$ cat config.mk
export PLATFORM = sky130hd
export DESIGN_NAME = arith_ctrl_flat
export DESIGN_NICKNAME = d
export VERILOG_FILES = /design/src/rtl/arith_ctrl_pkg.sv /design/src/rtl/arith_ctrl_if.sv /design/src/rtl/arith_step_counter.sv /design/src/rtl/arith_ctrl.sv /design/src/flat_wrapper.sv
export SDC_FILE = /design/constraint.sdc
export NUM_CORES = 1
export LEC_CHECK = 0
export BUFFER_PORTS_ARGS = -buffer_cell sky130_fd_sc_hd__buf_2
export CAP_MARGIN = 40
export CORE_MARGIN = 2
export CORE_UTILIZATION = 30
export CTS_BUF_LIST = sky130_fd_sc_hd__clkbuf_8
export DETAILED_ROUTE_END_ITERATION = 10
export HOLD_SLACK_MARGIN = 0.03
export PLACE_DENSITY = 0.53
export RECOVER_POWER = 100
export SLEW_MARGIN = 20
export SYNTH_ARGS = -nofsm -noshare
export SYNTH_HDL_FRONTEND = slang
export SYNTH_HIERARCHICAL = 1
export SYNTH_SLANG_ARGS = --single-unit
export TNS_END_PERCENT = 20
$ cat constraint.sdc
create_clock -name clk -period 6.8 [get_ports clk]
set_input_delay 0.34 -clock clk [delete_from_list [all_inputs] [get_ports clk]]
set_output_delay 0.34 -clock clk [all_outputs]
set_load 0.005 [all_outputs]
$ cat src/rtl/arith_ctrl_pkg.sv
// arith_ctrl_pkg: op encodings, sequencer states and strobe bundle
// shared by the arithmetic-unit controller and its step counter.
package arith_ctrl_pkg;

  localparam int WORD_W_DEF = 30;
  localparam int CNT_W_DEF  = 5;

  localparam logic [2:0] OP_ADD  = 3'd0;
  localparam logic [2:0] OP_SUB  = 3'd1;
  localparam logic [2:0] OP_AND  = 3'd2;
  localparam logic [2:0] OP_MUL  = 3'd3;
  localparam logic [2:0] OP_SHLC = 3'd4;

  typedef enum logic [3:0] {
    IDLE, NOTA, SUM, MOVE, AND,
    CLRB, TEST, SHIFT, SHLC, DONE
  } state_t;

  typedef struct packed {
    logic clear_a;
    logic clear_b;
    logic clear_c;
    logic not_a;
    logic sum;
    logic and_ab;
    logic right_shift_bc;
    logic move_b_to_c;
    logic left_shift_c;
    logic left_shift_c29;
  } strobe_t;

  function automatic strobe_t decode(state_t s);
    strobe_t d;
    d = '0;
    d.clear_b        = (s == CLRB);
    d.not_a          = (s == NOTA);
    d.sum            = (s == SUM);
    d.and_ab         = (s == AND);
    d.right_shift_bc = (s == SHIFT);
    d.move_b_to_c    = (s == MOVE);
    d.left_shift_c   = (s == SHLC);
    d.left_shift_c29 = (s == SHLC);
    return d;
  endfunction

endpackage

$ cat src/rtl/arith_ctrl_if.sv
// arith_ctrl_if: op-decoder request/response and arithmetic-unit
// strobe/status bundle around the arith_ctrl sequencer.
interface arith_ctrl_if #(
  parameter int CNT_W = arith_ctrl_pkg::CNT_W_DEF
);
  logic             start_from_op;
  logic [2:0]       op_sel_from_op;
  logic [CNT_W-1:0] shift_cnt_from_op;
  logic             carry_out_from_au;
  logic             reg_b0_from_au;
  logic             reg_c30_from_au;
  logic             do_clear_a_to_au;
  logic             do_clear_b_to_au;
  logic             do_clear_c_to_au;
  logic             do_not_a_to_au;
  logic             do_sum_to_au;
  logic             do_and_to_au;
  logic             do_right_shift_bc_to_au;
  logic             do_move_b_to_c_to_au;
  logic             do_left_shift_c_to_au;
  logic             do_left_shift_c29_to_au;
  logic             busy_to_op;
  logic             done_to_op;
  logic             ovf_to_op;

  modport master (
    output start_from_op, op_sel_from_op, shift_cnt_from_op,
    output carry_out_from_au, reg_b0_from_au, reg_c30_from_au,
    input  do_clear_a_to_au, do_clear_b_to_au, do_clear_c_to_au,
    input  do_not_a_to_au, do_sum_to_au, do_and_to_au,
    input  do_right_shift_bc_to_au, do_move_b_to_c_to_au,
    input  do_left_shift_c_to_au, do_left_shift_c29_to_au,
    input  busy_to_op, done_to_op, ovf_to_op
  );

  modport slave (
    input  start_from_op, op_sel_from_op, shift_cnt_from_op,
    input  carry_out_from_au, reg_b0_from_au, reg_c30_from_au,
    output do_clear_a_to_au, do_clear_b_to_au, do_clear_c_to_au,
    output do_not_a_to_au, do_sum_to_au, do_and_to_au,
    output do_right_shift_bc_to_au, do_move_b_to_c_to_au,
    output do_left_shift_c_to_au, do_left_shift_c29_to_au,
    output busy_to_op, done_to_op, ovf_to_op
  );
endinterface

$ cat src/rtl/arith_step_counter.sv
// arith_step_counter: loadable down-counter with zero flag, shared
// by the MUL iteration loop and the SHLC distance loop.
module arith_step_counter #(
  parameter int CNT_W = 5
)(
  input  logic             clk,
  input  logic             resetn,
  input  logic             load,
  input  logic             dec,
  input  logic [CNT_W-1:0] value,
  output logic             zero
);

  logic [CNT_W-1:0] count;

  always_ff @(posedge clk or negedge resetn) begin
    if (!resetn)   count <= '0;
    else if (load) count <= value;
    else if (dec)  count <= count - CNT_W'(1);
  end

  assign zero = (count == '0);

endmodule

$ cat src/rtl/arith_ctrl.sv
// arith_ctrl: sequences ADD/SUB/AND/MUL/SHLC into unit strobes.
// Define ARITH_CTRL_OVF_EN to build the overflow flag.
module arith_ctrl
  import arith_ctrl_pkg::*;
#(
  parameter int WORD_W = WORD_W_DEF,
  parameter int CNT_W  = CNT_W_DEF
)(
  input logic         clk,
  input logic         resetn,
  arith_ctrl_if.slave bus
);

  state_t           state, state_n;
  strobe_t          strb;
  logic [2:0]       op_q;
  logic             accept;
  logic             cnt_load, cnt_dec, cnt_zero;
  logic [CNT_W-1:0] cnt_val;
  logic             busy_q, done_q;

  assign accept = (state == IDLE) && bus.start_from_op;

  arith_step_counter #(.CNT_W(CNT_W)) u_cnt (
    .clk    (clk),
    .resetn (resetn),
    .load   (cnt_load),
    .dec    (cnt_dec),
    .value  (cnt_val),
    .zero   (cnt_zero)
  );

  always_comb begin
    state_n  = state;
    cnt_load = 1'b0;
    cnt_dec  = 1'b0;
    cnt_val  = '0;
    unique case (state)
      IDLE: if (bus.start_from_op) begin
        unique case (bus.op_sel_from_op)
          OP_ADD: state_n = SUM;
          OP_SUB: state_n = NOTA;
          OP_AND: state_n = AND;
          OP_MUL: state_n = CLRB;
          OP_SHLC: begin
            if (bus.shift_cnt_from_op == '0) begin
              state_n = DONE;
            end else begin
              state_n  = SHLC;
              cnt_load = 1'b1;
              cnt_val  = bus.shift_cnt_from_op - CNT_W'(1);
            end
          end
          default: state_n = DONE;
        endcase
      end
      NOTA: state_n = SUM;
      SUM:  state_n = (op_q == OP_MUL) ? SHIFT : MOVE;
      MOVE: state_n = DONE;
      AND:  state_n = DONE;
      CLRB: begin
        state_n  = TEST;
        cnt_load = 1'b1;
        cnt_val  = CNT_W'(WORD_W - 1);
      end
      TEST: state_n = bus.reg_c30_from_au ? SUM : SHIFT;
      SHIFT: begin
        if (cnt_zero) state_n = DONE;
        else begin
          state_n = TEST;
          cnt_dec = 1'b1;
        end
      end
      SHLC: begin
        if (cnt_zero) state_n = DONE;
        else cnt_dec = 1'b1;
      end
      DONE:    state_n = IDLE;
      default: state_n = IDLE;
    endcase
  end

  // Strobes come from flops loaded with the next state's decode.
  always_ff @(posedge clk or negedge resetn) begin
    if (!resetn) begin
      state  <= IDLE;
      strb   <= '0;
      busy_q <= 1'b0;
      done_q <= 1'b0;
      op_q   <= '0;
    end else begin
      state  <= state_n;
      strb   <= decode(state_n);
      busy_q <= (state_n != IDLE);
      done_q <= (state_n == DONE);
      if (accept) op_q <= bus.op_sel_from_op;
    end
  end

`ifdef ARITH_CTRL_OVF_EN
  logic ovf_q, shift_d;

  // reg_b0 reflects a SHIFT only in the following cycle.
  always_ff @(posedge clk or negedge resetn) begin
    if (!resetn) begin
      ovf_q   <= 1'b0;
      shift_d <= 1'b0;
    end else begin
      shift_d <= (state == SHIFT);
      if (accept) ovf_q <= 1'b0;
      else if (state == SUM && op_q != OP_MUL)
        ovf_q <= bus.carry_out_from_au;
      else if (shift_d) ovf_q <= ovf_q | bus.reg_b0_from_au;
    end
  end

  assign bus.ovf_to_op = ovf_q;
`else
  logic unused_status;
  assign unused_status = ^{bus.carry_out_from_au, bus.reg_b0_from_au};
  assign bus.ovf_to_op = 1'b0;
`endif

  assign bus.do_clear_a_to_au        = strb.clear_a;
  assign bus.do_clear_b_to_au        = strb.clear_b;
  assign bus.do_clear_c_to_au        = strb.clear_c;
  assign bus.do_not_a_to_au          = strb.not_a;
  assign bus.do_sum_to_au            = strb.sum;
  assign bus.do_and_to_au            = strb.and_ab;
  assign bus.do_right_shift_bc_to_au = strb.right_shift_bc;
  assign bus.do_move_b_to_c_to_au    = strb.move_b_to_c;
  assign bus.do_left_shift_c_to_au   = strb.left_shift_c;
  assign bus.do_left_shift_c29_to_au = strb.left_shift_c29;
  assign bus.busy_to_op              = busy_q;
  assign bus.done_to_op              = done_q;

endmodule

$ cat src/flat_wrapper.sv
// flat-port wrapper written by rule: the top's interface ports become plain ports
module arith_ctrl_flat import arith_ctrl_pkg::*;
#(
  parameter int WORD_W = WORD_W_DEF,
  parameter int CNT_W  = CNT_W_DEF
)
  (clk, resetn, bus_start_from_op, bus_op_sel_from_op, bus_shift_cnt_from_op, bus_carry_out_from_au, bus_reg_b0_from_au, bus_reg_c30_from_au, bus_do_clear_a_to_au, bus_do_clear_b_to_au, bus_do_clear_c_to_au, bus_do_not_a_to_au, bus_do_sum_to_au, bus_do_and_to_au, bus_do_right_shift_bc_to_au, bus_do_move_b_to_c_to_au, bus_do_left_shift_c_to_au, bus_do_left_shift_c29_to_au, bus_busy_to_op, bus_done_to_op, bus_ovf_to_op);
  arith_ctrl_if #(.CNT_W(CNT_W)) bus_i ();
  input logic clk;
  input logic resetn;
  input wire logic [$bits(bus_i.start_from_op)-1:0] bus_start_from_op;
  input wire logic [$bits(bus_i.op_sel_from_op)-1:0] bus_op_sel_from_op;
  input wire logic [$bits(bus_i.shift_cnt_from_op)-1:0] bus_shift_cnt_from_op;
  input wire logic [$bits(bus_i.carry_out_from_au)-1:0] bus_carry_out_from_au;
  input wire logic [$bits(bus_i.reg_b0_from_au)-1:0] bus_reg_b0_from_au;
  input wire logic [$bits(bus_i.reg_c30_from_au)-1:0] bus_reg_c30_from_au;
  output wire logic [$bits(bus_i.do_clear_a_to_au)-1:0] bus_do_clear_a_to_au;
  output wire logic [$bits(bus_i.do_clear_b_to_au)-1:0] bus_do_clear_b_to_au;
  output wire logic [$bits(bus_i.do_clear_c_to_au)-1:0] bus_do_clear_c_to_au;
  output wire logic [$bits(bus_i.do_not_a_to_au)-1:0] bus_do_not_a_to_au;
  output wire logic [$bits(bus_i.do_sum_to_au)-1:0] bus_do_sum_to_au;
  output wire logic [$bits(bus_i.do_and_to_au)-1:0] bus_do_and_to_au;
  output wire logic [$bits(bus_i.do_right_shift_bc_to_au)-1:0] bus_do_right_shift_bc_to_au;
  output wire logic [$bits(bus_i.do_move_b_to_c_to_au)-1:0] bus_do_move_b_to_c_to_au;
  output wire logic [$bits(bus_i.do_left_shift_c_to_au)-1:0] bus_do_left_shift_c_to_au;
  output wire logic [$bits(bus_i.do_left_shift_c29_to_au)-1:0] bus_do_left_shift_c29_to_au;
  output wire logic [$bits(bus_i.busy_to_op)-1:0] bus_busy_to_op;
  output wire logic [$bits(bus_i.done_to_op)-1:0] bus_done_to_op;
  output wire logic [$bits(bus_i.ovf_to_op)-1:0] bus_ovf_to_op;
  assign bus_i.start_from_op = bus_start_from_op;
  assign bus_i.op_sel_from_op = bus_op_sel_from_op;
  assign bus_i.shift_cnt_from_op = bus_shift_cnt_from_op;
  assign bus_i.carry_out_from_au = bus_carry_out_from_au;
  assign bus_i.reg_b0_from_au = bus_reg_b0_from_au;
  assign bus_i.reg_c30_from_au = bus_reg_c30_from_au;
  assign bus_do_clear_a_to_au = bus_i.do_clear_a_to_au;
  assign bus_do_clear_b_to_au = bus_i.do_clear_b_to_au;
  assign bus_do_clear_c_to_au = bus_i.do_clear_c_to_au;
  assign bus_do_not_a_to_au = bus_i.do_not_a_to_au;
  assign bus_do_sum_to_au = bus_i.do_sum_to_au;
  assign bus_do_and_to_au = bus_i.do_and_to_au;
  assign bus_do_right_shift_bc_to_au = bus_i.do_right_shift_bc_to_au;
  assign bus_do_move_b_to_c_to_au = bus_i.do_move_b_to_c_to_au;
  assign bus_do_left_shift_c_to_au = bus_i.do_left_shift_c_to_au;
  assign bus_do_left_shift_c29_to_au = bus_i.do_left_shift_c29_to_au;
  assign bus_busy_to_op = bus_i.busy_to_op;
  assign bus_done_to_op = bus_i.done_to_op;
  assign bus_ovf_to_op = bus_i.ovf_to_op;
  arith_ctrl #(.WORD_W(WORD_W), .CNT_W(CNT_W)) u_core (.clk(clk), .resetn(resetn), .bus(bus_i));
endmodule
==> run_results.csv <==
group,metric,value,unit
worst_setup_path,path_buf_inv,3,
sta,maxSlewHeadroom,26.9,%
place,place.gp.congestion,0.839,
synth,synthDistinctLibCells,43,
detailed_routing,wl_per_cell,12.7,microns
global_routing,grt_use_met3,1.52,%
place,portBuffers,21,
worst_setup_path,crit_fanout,5,
global_routing,grt_pass1_wl,3.89,mm
clock_network,clockBufferDepth,2,
power,p_per_area,389,nW/um^2
power,combPwrFrac,39.9,%
synth,synthArstFlopShare,100,%
synth,synth_cells,121,
detailed_routing,final_antenna_net_count,0,
global_routing,antenna_found_initial,0,
floorplanning,start_util,31.9,%
worst_setup_path,slowest_stage,"or4_2",
power,internal_power,0.000312,W
finish,final_cell_mix,"dfrtp_1 (21), buf_2 (19), nand2_1 (15)",
floorplanning,die_w,67.0,microns
worst_setup_path,start_kind,"register",
clock_network,numClockSinks,21,
power,p_leak,0.603,nW
floorplanning,fp.dieArea,4500,sq um
power,p_sw,0.000202,W
synth,synth-seq-cells,21,
clock_network,cts_inserted_buffers,3,
detailed_routing,first_pass_iters,3,
place,hpwl,1.83,mm
global_routing,gr-total-overflow,0,
finish,final_common_cell,"dfrtp_1",
synth,syn-cell-area,1190,sq um
clock_network,clock_latency,0.26,ns
clock_network,cts_hold_buf,0,
synth,synth_flop_cell,"dfrtp_1",
power,ir_worst_vdd,0.133,mV
synth,synth-edff-count,0,
sta,setup_viol,0,
floorplanning,rows,22,
finish,area_growth,10.9,%
worst_setup_path,critPathTopFamily,"simple AND/OR/NAND/NOR gates",
clock_network,clk_pin_slew,0.08,ns
finish,final_util,35.3,%
power,seqPwrFrac,44.3,%
power,switching_share,39.3,%
sta,period_minus_slack,2.69,ns
worst_setup_path,cp_data_required_time,6.93,ns
global_routing,grt_max_degree,22,
global_routing,met1_usage,13.6,%
worst_setup_path,critical-path-max-stage-delay,0.66,ns
finish,nFillCells,402,
clock_network,post_cts_resized,0,
sta,tns,0,ns
detailed_routing,drc,0,
worst_setup_path,path_class,"register to register",
sta,post-route-period-util,39.6,%
detailed_routing,drt-vias-per-instance,4.77,
sta,finalMaxSlewViolations,0,
finish,multi_input_area,554,sq um
global_routing,top_usage_layer,"met2",
finish,diodes,0,
sta,rsz0062_at_grt,"false",
worst_setup_path,worstPathArrival,2.82,ns
floorplanning,core,3740,sq um
clock_network,postCtsSetupRepairBufs,0,
sta,timing.fmax,0.372,GHz
detailed_routing,routed_wl,2.39,mm
floorplanning,io_pins,27,
worst_hold_path,hold_path_class,"primary input to async pin",
detailed_routing,drtIter0Drc,10,
floorplanning,die_y,67.0,microns
worst_setup_path,path_cells,"inv_1 > ha_1 > nor4b_1 > clkbuf_1 > a21bo_1 > a32oi_2 > o221a_1 > clkinvlp_2 > or4_2",
finish,regArea,526,sq um
worst_setup_path,end_kind,"register",
synth,seq_area_frac_synth,44.1,%
sta,hold_violations,0,
status,status,"finished clean",
flow_run,cap_violations,0,
sta,skew,0.00710,ns
finish,layout.nets,157,
sta,fin_hold_ws,0.258,ns
detailed_routing,vias,897,
clock_network,cts-htree-levels,1,
power,clkPwrFrac,15.8,%
synth,yosysWarnings,6,
global_routing,grt_usage,11.5,%
clock_network,clock-root-buffer,"clkbuf_8",
global_routing,grt_pass1_vias,909,
global_routing,grtUsageMet2,20.9,%
synth,synth.avg_cell_area,9.85,sq um
sta,worst_pin_slew,1.10,ns
finish,drive_above_1_share,21.4,%
clock_network,cts_tree,"yes",
==> final cells by class <==
type / count / area share, %
sequential: 21 / 39.7
multi-input combinational: 86 / 41.9
clock buffer: 3 / 3.12
tap: 48 / 4.54
clock inverter: 1 / 0.568
inverter: 7 / 2.08
timing repair buffer: 22 / 8.04
==> routing by layer <==
| metal | vias to the layer above | share of wire (%) |
|---|---|---|
| met5 | - | 0 |
| met4 | 0 | 0.54 |
| met1 | 434 | 46 |
| li1 | 453 | - |
| met3 | 2 | 2.2 |
| met2 | 8 | 52 |
==> sequential cells by signal, indices dropped and copies added (netlist names) <==
signal                              count
u_core/bus.do_sum_to_au                 1
u_core/bus.do_move_b_to_c_to_au         1
u_core/bus.do_left_shift_c29_to_au      1
u_core/bus.busy_to_op                   1
u_core/bus.do_not_a_to_au               1
u_core/bus.do_clear_b_to_au             1
u_core/op_q                             3
u_core/bus.do_and_to_au                 1
u_core/bus.done_to_op                   1
u_core/state                            4
u_core/u_cnt/count                      5
u_core/bus.do_right_shift_bc_to_au      1
==> cell usage after synthesis, drive strengths merged, types with 2 or more instances <==
cell,count,area [sq um]
nand3b,2,15.0
nor2b,4,25.0
inv,7,28.8
nand4,2,12.5
nor3,4,25.0
o21ai,9,45.0
xor2,2,17.5
xnor2,4,35.0
o21a,2,15.0
nor2,7,26.3
a21oi,3,15.0
dfrtp,21,526
or3b,2,17.5
nand3,4,20.0
buf,8,56.3
nor4b,2,32.5
mux2,3,33.8
nand2,15,56.3
ha,2,25.0
==> kinds of logic (layout without fill, tap and decap cells) <==
group                    Yosys count  count (layout)  synth area share, %
XOR/XNOR                           6               6                 4.41
other                              1               3                0.314
buffers and inverters             16              33                 7.45
AND/OR/NAND/NOR                   52              52                 26.8
multiplexers                       3               3                 2.83
adder cells (fa/ha/maj)            2               2                 2.10
flip-flops                        21              21                 44.1
AO/OA/AOI/OAI                     20              20                 12.1
==> per-stage QoR <==
stage	std cells	setup WS (ns)	cell area (sq um)	power (W)
2_1_floorplan	123	4.60	1200	0.000406
4_1_cts	188	4.49	1360	0.000543
6_report	188	4.11	1320	0.000515
3_5_place_dp	184	4.51	1310	0.000459
5_1_grt	188	3.94	1320	0.000564
3_3_place_gp	183	4.23	1310	0.000448
==> worst register-to-register path, stage by stage (launching register included) <==
cell	delay, ns
dfrtp_1	0.39
inv_1	0.06
ha_1	0.22
nor4b_1	0.16
clkbuf_1	0.17
a21bo_1	0.21
a32oi_2	0.14
o221a_1	0.34
clkinvlp_2	0.21
or4_2	0.66
==> worst paths after layout <==
check	start	endpoint	slack, ns	depth (start not counted)
max	u_core/u_cnt/count[0]	u_core/bus.busy_to_op	4.11	9
min	resetn	u_core/state[2]	0.26	1
max reg2reg	u_core/u_cnt/count[0]	u_core/bus.busy_to_op	4.11	9
min reg2reg	u_core/op_q[2]	u_core/op_q[2]	0.49	1
max in group asynchronous	resetn	u_core/op_q[0]	5.88	1
min in group clk	bus_op_sel_from_op[0]	u_core/op_q[0]	0.35	2
==> power groups by stage <==
| stage | registers (W) | clock network (W) | logic [W] |
|---|---|---|---|
| floorplan | 0.000205 | 0 | 0.000201 |
| global placement | 0.000230 | 0 | 0.000219 |
| detailed placement | 0.000233 | 0 | 0.000226 |
| CTS | 0.000232 | 0.0000849 | 0.000227 |
| global route | 0.000236 | 0.0000926 | 0.000235 |
| finish | 0.000228 | 0.0000815 | 0.000205 |
Note: power is estimated with default switching activity, not from simulation.
